===== config.mk =====
export PLATFORM = sky130hd
export DESIGN_NAME = customer_gen
export DESIGN_NICKNAME = d
export VERILOG_FILES = /design/src/rtl/customer_gen.sv
export SDC_FILE = /design/constraint.sdc
export NUM_CORES = 1
export LEC_CHECK = 0
export CAP_MARGIN = 10
export CORE_MARGIN = 1
export CORE_UTILIZATION = 55
export DETAILED_ROUTE_END_ITERATION = 6
export DONT_BUFFER_PORTS = 1
export PLACE_DENSITY = 0.7
export SYNTH_ARGS = -nofsm -noshare
export SYNTH_HDL_FRONTEND = slang
export SYNTH_SLANG_ARGS = --single-unit
export TNS_END_PERCENT = 20

===== constraint.sdc =====
create_clock -name clk -period 1.5 [get_ports clk]
set_input_delay 0.225 -clock clk [delete_from_list [all_inputs] [get_ports clk]]
set_output_delay 0.225 -clock clk [all_outputs]
set_load 0.01 [all_outputs]

===== src/rtl/customer_gen.sv =====
// customer_gen: ticket dispenser issuing numbered customers with LFSR service times
module customer_gen #(
   parameter logic [7:0] SEED = 8'hA5,
   parameter int         GAP  = 2
) (
   input  logic       clk,
   input  logic       rst,
   input  logic       req,
   input  logic       full,
   output logic       out_valid,
   output logic [3:0] out_num,
   output logic [3:0] out_time,
   output logic [1:0] pend_cnt,
   output logic       drop,
   output logic [7:0] issued_cnt
);
   localparam logic [7:0] SEED_NZ = (SEED == 8'h00) ? 8'h01 : SEED;
   localparam logic [3:0] GAP_M1  = (GAP == 0) ? 4'd0 : 4'(GAP - 1);
   typedef enum logic [1:0] {S_IDLE, S_ISSUE, S_GAP} state_t;
   state_t state, state_n;
   logic req_d, rise, start;
   logic [7:0] lfsr;
   logic [3:0] gap_cnt;
   logic [2:0] t;
   assign rise = req & ~req_d;
   assign start = (state == S_IDLE) & (pend_cnt != 2'd0);
   assign out_valid = (state == S_ISSUE) & ~full & ~rst;
   assign drop = rise & (pend_cnt == 2'd3) & ~out_valid & ~rst;
   assign t = lfsr[2:0];
   always_comb begin
      state_n = state;
      state_n = start ? S_ISSUE :
                out_valid ? ((GAP == 0) ? S_IDLE : S_GAP) :
                (state == S_GAP && gap_cnt == 4'd0) ? S_IDLE : state;
   end
   always_ff @(posedge clk) begin
      if (rst) begin
         state      <= S_IDLE;
         req_d      <= 1'b1;
         lfsr       <= SEED_NZ;
         pend_cnt   <= 2'd0;
         issued_cnt <= 8'd0;
         out_num    <= 4'd1;
         out_time   <= 4'd0;
         gap_cnt    <= 4'd0;
      end else begin
         state <= state_n;
         req_d <= req;
         lfsr  <= {lfsr[6:0], lfsr[7] ^ lfsr[5] ^ lfsr[4] ^ lfsr[3]};
         if (rise && !out_valid && pend_cnt != 2'd3)
            pend_cnt <= pend_cnt + 2'd1;
         else if (!rise && out_valid)
            pend_cnt <= pend_cnt - 2'd1;
         if (start)
            out_time <= (t != 3'd0) ? {1'b0, t} : 4'd1;
         if (out_valid) begin
            out_num    <= (out_num == 4'd15) ? 4'd1 : out_num + 4'd1;
            issued_cnt <= issued_cnt + 8'd1;
            gap_cnt    <= GAP_M1;
         end else if (state == S_GAP)
            gap_cnt <= gap_cnt - 4'd1;
      end
   end
endmodule


**Word level (Yosys, flattened, before mapping)**

Cells that the tools add are included.

- Reductions and logical operators: 16
- Equality and inequality tests: 5
- Add/sub/neg operators: 5
- Bitwise logic cells: 14
- Multiplexer cells: 9

Operators with widths:

| kind | number |
|---|---|
| $add A8 B1 Y8 const B | 1 |
| $mux W2 | 4 |
| $reduce_bool A2 Y1 | 4 |
| $and A1 B1 Y1 | 7 |
| $reduce_bool A3 Y1 | 2 |
| $add A4 B1 Y4 const B | 1 |
| $eq A2 B2 Y1 const B | 2 |
| $eq A4 B4 Y1 const B | 1 |
| $logic_and A1 B1 Y1 | 4 |
| $logic_not A4 Y1 | 1 |
| $mux W4 | 1 |
| $not A1 Y1 | 4 |
| $reduce_or A2 Y1 | 2 |
| $sub A4 B1 Y4 const B | 1 |
| $mux W1 | 3 |
| $mux W3 | 1 |
| $xor A1 B1 Y1 | 3 |
| $add A2 B1 Y2 const B | 1 |
| $eq A2 B1 Y1 const B | 1 |
| $logic_not A1 Y1 | 2 |
| $logic_not A2 Y1 | 1 |
| $ne A2 B2 Y1 const B | 1 |
| $sub A2 B1 Y2 const B | 1 |

- Input bits: 4
- Register bits after elaboration: 33
- Output and inout bits: 20
- Logic and storage cells: 59

**Depth between registers and ports, before layout**

Gate-level depths: netlist of the first run.

- Depth in word-level cells: 7
- Gate-level depth with buffers: 5
- Gate-level depth less buffers: 5

**Least setup slack after synthesis of the first run**

No wires, ideal clock.

- Kind: register -> register
- Start point: register issued_cnt[0]
- End point: register issued_cnt[4]
- Stages on the path, launching flop included: 5
- Period minus slack after synthesis: 1,408 ps
- Arrival time: 1,287 ps
- Setup time: 121 ps
- Slack: 92 ps
- Required time: 1,379 ps
- Buffers on the path: 0
- Cell sequence: dfxtp_1 -> ha_1 -> and4bb_2 -> and3_1 -> mux2_2

- Cells in the longest elaborated chain, start to end: 1

RTL lines:

| element | line | RTL |
|---|---|---|
| from (decl) | 15 | `output logic [7:0] issued_cnt` |
| from (signal assigned) | 58 | `issued_cnt <= issued_cnt + 8'd1;` |
| $add A8 B1 Y8 | 58 |  |

Every way passes these cells.
A chain may end at the register's enable or synchronous reset.

**Final worst setup path of the first run**

- Start point: register state[0]
- End point: output port drop

- Cells in the longest elaborated chain, start to end: 6

RTL lines:

| element | line | RTL |
|---|---|---|
| from (decl) | 20 | `state_t state, state_n;` |
| from (signal assigned) | 47 | `state <= state_n;` |
| $eq A2 B1 Y1 | 27 | `assign out_valid = (state == S_ISSUE) & ~full & ~rst;` |
| $and A1 B1 Y1 (2 in series) | 27 |  |
| $not A1 Y1 | 28 | `assign drop = rise & (pend_cnt == 2'd3) & ~out_valid & ~rst;` |
| $and A1 B1 Y1 (2 in series) | 28 |  |
| to (decl) | 14 | `output logic drop,` |

Every way passes these cells.

==> flow_results.xml, run 1 <==
<?xml version="1.0" encoding="UTF-8"?>
<metrics>
  <group name="status">
    <metric name="status" unit="">complete, but fails checks</metric>
    <metric name="failing_checks" unit="">negative setup slack</metric>
  </group>
  <group name="global_routing">
    <metric name="grt.total_usage" unit="">0.257</metric>
    <metric name="grt_antenna_before_repair" unit="">0</metric>
    <metric name="vias_in_the_first_global_route" unit="">1124</metric>
    <metric name="grt_max_degree" unit="">30</metric>
    <metric name="grt.overflow.total" unit="">0</metric>
    <metric name="grt_pass1_wl" unit="um">5090</metric>
    <metric name="grt_util_met1" unit="">0.310</metric>
    <metric name="grt_most_used_layer" unit="">met2</metric>
    <metric name="grt_met2_usage" unit="">0.435</metric>
    <metric name="grt_use_met3" unit="">0.0948</metric>
  </group>
  <group name="setup_path">
    <metric name="critPathKind" unit="">reg2out</metric>
    <metric name="worstPathArrival" unit="ns">1.42</metric>
    <metric name="timing.critical_path.to_type" unit="">output port</metric>
    <metric name="critPathLaunchType" unit="">register</metric>
    <metric name="cp_max_fo" unit="">5</metric>
    <metric name="r2r.worst_path.cells" unit="">4</metric>
    <metric name="cp.required" unit="ns">1.27</metric>
  </group>
  <group name="timing">
    <metric name="period_share" unit="">1.10</metric>
    <metric name="finalCriticalPeriod" unit="ns">1.64</metric>
    <metric name="setup_ws" unit="ns">-0.145</metric>
    <metric name="worst_clock_skew" unit="ns">0.0106</metric>
    <metric name="setup-tns-final" unit="ns">-0.898</metric>
    <metric name="final-setup-viol-count" unit="">8</metric>
    <metric name="tightestPinTransition" unit="ns">1.10</metric>
    <metric name="timing.slew.headroom" unit="">0.267</metric>
    <metric name="finalHoldViolCount" unit="">0</metric>
    <metric name="rsz_0062_raised_after_global_routing" unit="">true</metric>
    <metric name="fmax" unit="MHz">608</metric>
    <metric name="slew_viol_final" unit="">0</metric>
  </group>
  <group name="place">
    <metric name="place_congestion" unit="">0.804</metric>
    <metric name="input_output_buffers" unit="">0</metric>
    <metric name="pre_cts_ws" unit="ns">0.0194</metric>
    <metric name="dpl_cell_area" unit="um^2">1500</metric>
    <metric name="dpl.hpwl" unit="um">1880</metric>
    <metric name="place.detailed.instances" unit="">189</metric>
  </group>
  <group name="cts">
    <metric name="cts_buffer_depth" unit="">2</metric>
    <metric name="cts.sinks" unit="">32</metric>
    <metric name="insertion_delay" unit="ns">0.33</metric>
    <metric name="cts-root-buf" unit="">sky130_fd_sc_hd__clkbuf_4</metric>
    <metric name="tritoncts_clock_tree" unit="">done</metric>
    <metric name="cts.clk_slew.worst_paths" unit="ns">0.10</metric>
    <metric name="cts-buffers-inserted" unit="">5</metric>
    <metric name="cts_h_tree_lvls" unit="">2</metric>
  </group>
  <group name="synthesis">
    <metric name="synthesis.instances" unit="">156</metric>
    <metric name="synth-edff-count" unit="">0</metric>
    <metric name="yosys.cell_types.count" unit="">45</metric>
    <metric name="synth-seq-area-share" unit="">0.449</metric>
    <metric name="mappedNetlistArea" unit="um^2">1430</metric>
    <metric name="synth.largest_area_cell" unit="">sky130_fd_sc_hd__dfxtp_1</metric>
    <metric name="synthesis.nets" unit="">164</metric>
    <metric name="synth_warnings" unit="">0</metric>
    <metric name="synth_area_leaders" unit="">sky130_fd_sc_hd__dfxtp_1, sky130_fd_sc_hd__a21oi_1, sky130_fd_sc_hd__ha_1, sky130_fd_sc_hd__nor2b_1, sky130_fd_sc_hd__or2_2</metric>
    <metric name="synth.ff_latch_count" unit="">32</metric>
    <metric name="netlist.area_leader.share" unit="">0.449</metric>
    <metric name="ys.flop_type" unit="">sky130_fd_sc_hd__dfxtp_1</metric>
    <metric name="async_set_reset_flop_share_out_of_synthesis" unit="">0</metric>
    <metric name="post_synth.cell_area_avg" unit="um^2">9.15</metric>
  </group>
  <group name="cells_and_area">
    <metric name="layout-drive-gt1-share" unit="">0.267</metric>
    <metric name="syn_to_final_growth" unit="%">18.8</metric>
    <metric name="instances_no_fill" unit="">206</metric>
    <metric name="n_antenna_cell" unit="">0</metric>
    <metric name="final_area" unit="um^2">1700</metric>
    <metric name="layout.nets" unit="">183</metric>
  </group>
  <group name="detailed_routing">
    <metric name="drc" unit="">0</metric>
    <metric name="detail_route.first_pass.iterations" unit="">4</metric>
    <metric name="drt_wl_total" unit="um">3210</metric>
    <metric name="drt-wirelength-per-cell" unit="um">15.6</metric>
    <metric name="antenna_violating_nets_post_route" unit="">0</metric>
    <metric name="routed-via-count" unit="">1201</metric>
    <metric name="via_per_inst" unit="">5.83</metric>
    <metric name="drt_iter0_drc" unit="">28</metric>
  </group>
  <group name="floorplanning">
    <metric name="fp.dieArea" unit="um^2">2800</metric>
    <metric name="initial_core_utilization" unit="">0.582</metric>
    <metric name="io-pin-count" unit="">24</metric>
    <metric name="total_number_of_placement_rows" unit="">18</metric>
    <metric name="fp.dieW" unit="um">52.9</metric>
    <metric name="y_dimension_of_the_die" unit="um">52.9</metric>
    <metric name="std_cell_core_area" unit="um^2">2450</metric>
  </group>
  <group name="power_and_ir_drop">
    <metric name="peak_supply_drop" unit="uV">1250</metric>
    <metric name="totalPowerFinal" unit="mW">2.17</metric>
    <metric name="static-leakage-power" unit="nW">0.660</metric>
    <metric name="power_per_cell_area" unit="nW/um^2">1280</metric>
  </group>
  <group name="min_path">
    <metric name="hold_class" unit="">in2reg</metric>
    <metric name="timing.hold.worst_path_depth" unit="">2</metric>
  </group>
  <group name="flow_run">
    <metric name="max-cap-violations" unit="">0</metric>
  </group>
</metrics>
logic make-up after synthesis:
| kind of cell | Yosys count | synth area share |
|---|---|---|
| xor gates and xnor gates | 6 | 0.0368 |
| DFF | 32 | 0.449 |
| buffers and inverters | 16 | 0.0605 |
| adders and majority gates | 4 | 0.0351 |
| and+or+nand+nor | 59 | 0.247 |
| other | 1 | 0.00263 |
| muxes | 2 | 0.0149 |
| AOI/OAI and AO/OA | 36 | 0.154 |
metrics by stage:
| step | util | hold WS, ns |
|---|---|---|
| after floorplan | - | 0.332 |
| after global placement | 0.609 | 0.297 |
| after detailed placement | 0.609 | 0.298 |
| after CTS | 0.672 | 0.0735 |
| after global routing | 0.691 | 0.0620 |
| final | 0.691 | 0.0880 |
per-layer routing:
metal | part of all wire | up-vias | routed length [um]
met4 | 0 | 0 | 0
met3 | 0.046 | 0 | 148
li1 | - | 589 | -
met2 | 0.50 | 28 | 1600
met1 | 0.45 | 584 | 1450
met5 | 0 | - | 0
final timing paths:
kind | slack (ns) | to | start
setup / recovery | -0.14 | drop | state[0]$_SDFFE_PP0P_
hold / removal | 0.09 | pend_cnt[0]$_SDFFE_PP0P_ | rst
hold reg to reg | 0.43 | lfsr[7]$_SDFF_PP1_ | lfsr[6]$_SDFF_PP0_
setup reg to reg | -0.13 | issued_cnt[7]$_SDFFE_PP0P_ | state[0]$_SDFFE_PP0P_
registers in the layout, summed over array words and instances, names as in the netlist:
register and flops:
state 2, out_time 3, out_num 4, req_d 1, pend_cnt 2, gap_cnt 4
issued_cnt 8, lfsr 8
cell type report:
type                            count  area [um^2]
Tap cell                           30         37.5
Clock buffer                        8         58.8
Timing Repair Buffer               21          180
Multi-Input combinational cell    108          751
Sequential cell                    32          643
Inverter                            7         26.3
Fill cell                         195          758
report_power, final:
part	switching [mW]	internal, mW	leakage (nW)
combinational	0.314	0.290	0.365
clock	0.280	0.231	0.0326
sequential	0.101	0.956	0.263
total	0.695	1.48	0.660
critical path, stage by stage, from the launching register on:
cell and delay, ns:
sky130_fd_sc_hd__dfxtp_2 0.34, sky130_fd_sc_hd__or3b_4 0.39, sky130_fd_sc_hd__buf_8 0.14, sky130_fd_sc_hd__nand2_4 0.06
sky130_fd_sc_hd__nor3_4 0.04, sky130_fd_sc_hd__buf_6 0.12
Yosys cell counts (2+ instances only):
cell / count
sky130_fd_sc_hd__nand3_1: 4
sky130_fd_sc_hd__dfxtp_1: 32
sky130_fd_sc_hd__buf_2: 4
sky130_fd_sc_hd__ha_1: 4
sky130_fd_sc_hd__and3_1: 2
sky130_fd_sc_hd__nor2b_1: 7
sky130_fd_sc_hd__nand4_1: 2
sky130_fd_sc_hd__nor2_1: 9
sky130_fd_sc_hd__o31ai_1: 4
sky130_fd_sc_hd__o21ai_0: 7
sky130_fd_sc_hd__inv_1: 7
sky130_fd_sc_hd__or3_1: 2
sky130_fd_sc_hd__clkbuf_1: 2
sky130_fd_sc_hd__a21oi_1: 14
sky130_fd_sc_hd__nand2_1: 7
sky130_fd_sc_hd__nand2b_1: 4
sky130_fd_sc_hd__or4_1: 4
sky130_fd_sc_hd__or2_2: 7
sky130_fd_sc_hd__nor4_1: 3
sky130_fd_sc_hd__nor3_1: 2
sky130_fd_sc_hd__xnor2_1: 4
sky130_fd_sc_hd__xor2_1: 2
timing repair:
| item | 4_1_cts | 5_1_grt |
|---|---|---|
| hold endpoints to repair | 29 | 0 |
| endpoints found under the setup margin | 5 | 14 |
| hold buffers | 3 | 0 |
| setup buffers | 6 | 0 |
| pin swaps | 3 | 2 |
| gates resized for setup | 7 | 10 |
| cloned | 0 | 0 |
cell usage in the layout (no fill, tap or decap), drive strengths merged, types with 7 or more instances in the layout:
master	netlist	final
o21ai	7	7
nor2	9	9
a21oi	14	14
clkbuf	3	8
inv	7	7
nand2	7	7
buf	6	18
or2	7	7
dfxtp	32	32
nor2b	7	7
No activity file was read; power rests on OpenSTA's default activity.
==> run 2, diff against run 1 <==
Settings changed: SKIP_CTS_REPAIR_TIMING from default to 1.
==> flow_results.xml, run 2 (synthesized netlist as in run 1, its figures left out) <==
<?xml version="1.0" encoding="UTF-8"?>
<metrics>
  <group name="detailed_routing">
    <metric name="antenna_violating_nets_post_route" unit="">0</metric>
    <metric name="detail_route.first_pass.iterations" unit="">4</metric>
    <metric name="drt_iter0_drc" unit="">41</metric>
    <metric name="drt-wirelength-per-cell" unit="um">15.4</metric>
    <metric name="drc" unit="">0</metric>
    <metric name="via_per_inst" unit="">5.82</metric>
    <metric name="drt_wl_total" unit="um">3290</metric>
    <metric name="routed-via-count" unit="">1240</metric>
  </group>
  <group name="status">
    <metric name="failing_checks" unit="">negative setup slack</metric>
    <metric name="status" unit="">complete, but fails checks</metric>
  </group>
  <group name="setup_path">
    <metric name="critPathKind" unit="">reg2reg</metric>
    <metric name="crit_chain" unit="">or3b_4, buf_4, or4_1, a21oi_2</metric>
    <metric name="timing.critical_path.to_type" unit="">register</metric>
    <metric name="cp_slowest_stage_delay" unit="ns">0.53</metric>
    <metric name="cp.required" unit="ns">1.76</metric>
    <metric name="worstPathArrival" unit="ns">1.90</metric>
    <metric name="critPathLaunchType" unit="">register</metric>
    <metric name="cp_max_fo" unit="">8</metric>
    <metric name="critical-path-slowest-cell" unit="">sky130_fd_sc_hd__or4_1</metric>
  </group>
  <group name="cells_and_area">
    <metric name="most_used_cells_in_the_layout_excluding_fill_and_tap_cells" unit="">sky130_fd_sc_hd__dfxtp_1, sky130_fd_sc_hd__buf_4, sky130_fd_sc_hd__dlygate4sd3_1, sky130_fd_sc_hd__nor2_1, sky130_fd_sc_hd__a21oi_1</metric>
    <metric name="layout-drive-gt1-share" unit="">0.268</metric>
    <metric name="syn_to_final_growth" unit="%">25.0</metric>
    <metric name="fill_cells" unit="">180</metric>
    <metric name="reg.largest.list" unit="">issued_cnt x8, lfsr x8</metric>
    <metric name="layout.nets" unit="">190</metric>
    <metric name="most_frequent_standard_cell_in_the_layout_excluding_fill_and_tap_cells" unit="">sky130_fd_sc_hd__dfxtp_1</metric>
    <metric name="final_area" unit="um^2">1780</metric>
    <metric name="n_antenna_cell" unit="">0</metric>
  </group>
  <group name="timing">
    <metric name="finalHoldViolCount" unit="">0</metric>
    <metric name="rsz_0062_raised_after_global_routing" unit="">true</metric>
    <metric name="setup_ws" unit="ns">-0.147</metric>
    <metric name="finalCriticalPeriod" unit="ns">1.65</metric>
    <metric name="worst_clock_skew" unit="ns">0.0141</metric>
    <metric name="fmax" unit="MHz">607</metric>
    <metric name="period_share" unit="">1.10</metric>
    <metric name="final-setup-viol-count" unit="">7</metric>
    <metric name="tightestPinTransition" unit="ns">0.891</metric>
    <metric name="timing.slew.headroom" unit="">0.404</metric>
    <metric name="slew_viol_final" unit="">0</metric>
  </group>
  <group name="global_routing">
    <metric name="grt_antenna_before_repair" unit="">0</metric>
    <metric name="grt_pass1_wl" unit="um">4670</metric>
    <metric name="grt.total_usage" unit="">0.237</metric>
    <metric name="grt.overflow.total" unit="">0</metric>
    <metric name="grt_max_degree" unit="">36</metric>
    <metric name="vias_in_the_first_global_route" unit="">1085</metric>
  </group>
  <group name="floorplanning">
    <metric name="y_dimension_of_the_die" unit="um">52.9</metric>
    <metric name="total_number_of_placement_rows" unit="">18</metric>
    <metric name="std_cell_core_area" unit="um^2">2450</metric>
    <metric name="fp.dieW" unit="um">52.9</metric>
    <metric name="io-pin-count" unit="">24</metric>
    <metric name="fp.dieArea" unit="um^2">2800</metric>
    <metric name="initial_core_utilization" unit="">0.582</metric>
  </group>
  <group name="cts">
    <metric name="cts.clk_slew.worst_paths" unit="ns">0.10</metric>
    <metric name="cts-buffers-inserted" unit="">5</metric>
    <metric name="cts_buffer_depth" unit="">2</metric>
    <metric name="insertion_delay" unit="ns">0.33</metric>
    <metric name="cts-root-buf" unit="">sky130_fd_sc_hd__clkbuf_4</metric>
    <metric name="cts_h_tree_lvls" unit="">2</metric>
    <metric name="tritoncts_clock_tree" unit="">done</metric>
    <metric name="cts.sinks" unit="">32</metric>
  </group>
  <group name="place">
    <metric name="place_congestion" unit="">0.804</metric>
    <metric name="dpl_cell_area" unit="um^2">1500</metric>
    <metric name="pre_cts_ws" unit="ns">0.0194</metric>
    <metric name="dpl.hpwl" unit="um">1880</metric>
    <metric name="input_output_buffers" unit="">0</metric>
  </group>
  <group name="power_and_ir_drop">
    <metric name="power_per_cell_area" unit="nW/um^2">1250</metric>
    <metric name="static-leakage-power" unit="nW">0.698</metric>
    <metric name="peak_supply_drop" unit="uV">1250</metric>
    <metric name="totalPowerFinal" unit="mW">2.23</metric>
  </group>
  <group name="flow_run">
    <metric name="max-cap-violations" unit="">0</metric>
  </group>
  <group name="min_path">
    <metric name="hold_class" unit="">in2reg</metric>
  </group>
</metrics>
-- run 2: area by class of cell --
cell class                 instances  area, um^2  share of cell area
multi-input combinational        108         754               0.423
sequential                        32         643               0.360
timing repair buffer              28         264               0.148
clock buffer                       8        58.8              0.0330
tap                               30        37.5              0.0210
inverter                           7        26.3              0.0147
-- run 2: worst max-delay path, delay by kind of cell, from the launching register on --
kind	cells	cell delay [ns]
compound gates	1	0.14
flops	1	0.34
buf+inv	1	0.18
simple gates	2	0.93
-- run 2: routing by layer --
layer,global-route usage,wire length (um),vias to the layer above,part of all wire
li1,-,-,605,-
met1,0.284,1530,605,0.46
met2,0.384,1620,30,0.49
met3,0.0747,145,0,0.044
met4,0.105,0,0,0
met5,0,0,-,0
-- run 2: final timing paths --
path	from	slack, ns	end	depth (start not counted)
max reg2reg	state[0]$_SDFFE_PP0P_	-0.15	issued_cnt[5]$_SDFFE_PP0P_	4
max	state[0]$_SDFFE_PP0P_	-0.15	issued_cnt[5]$_SDFFE_PP0P_	4
min	rst	0.11	pend_cnt[0]$_SDFFE_PP0P_	2
min reg2reg	lfsr[1]$_SDFF_PP0_	0.49	out_time[1]$_SDFFE_PP0P_	2
-- run 2: metrics by stage --
step / hold slack [ns] / TNS, ns / cells / util
after floorplan: 0.332 / 0 / 156 / -
after global placement: 0.297 / 0 / 189 / 0.609
after detailed placement: 0.298 / 0 / 189 / 0.609
after CTS: -0.0576 / -0.621 / 197 / 0.633
after global routing: 0.0773 / -1.32 / 213 / 0.727
final: 0.109 / -0.727 / 213 / 0.727
-- run 2: power breakdown --
part | switching, mW | total (mW) | internal, mW
logic | 0.323 | 0.656 | 0.333
registers | 0.103 | 1.06 | 0.956
clock network | 0.281 | 0.512 | 0.231
total | 0.707 | 2.23 | 1.52
==> run 3, diff against run 2 <==
Settings changed: CTS_CLUSTER_SIZE from default to 25, SLEW_MARGIN from default to 20.
==> results of run 3 <==
Same layout as run 2: the final DEF is identical, and so are final timing and power.
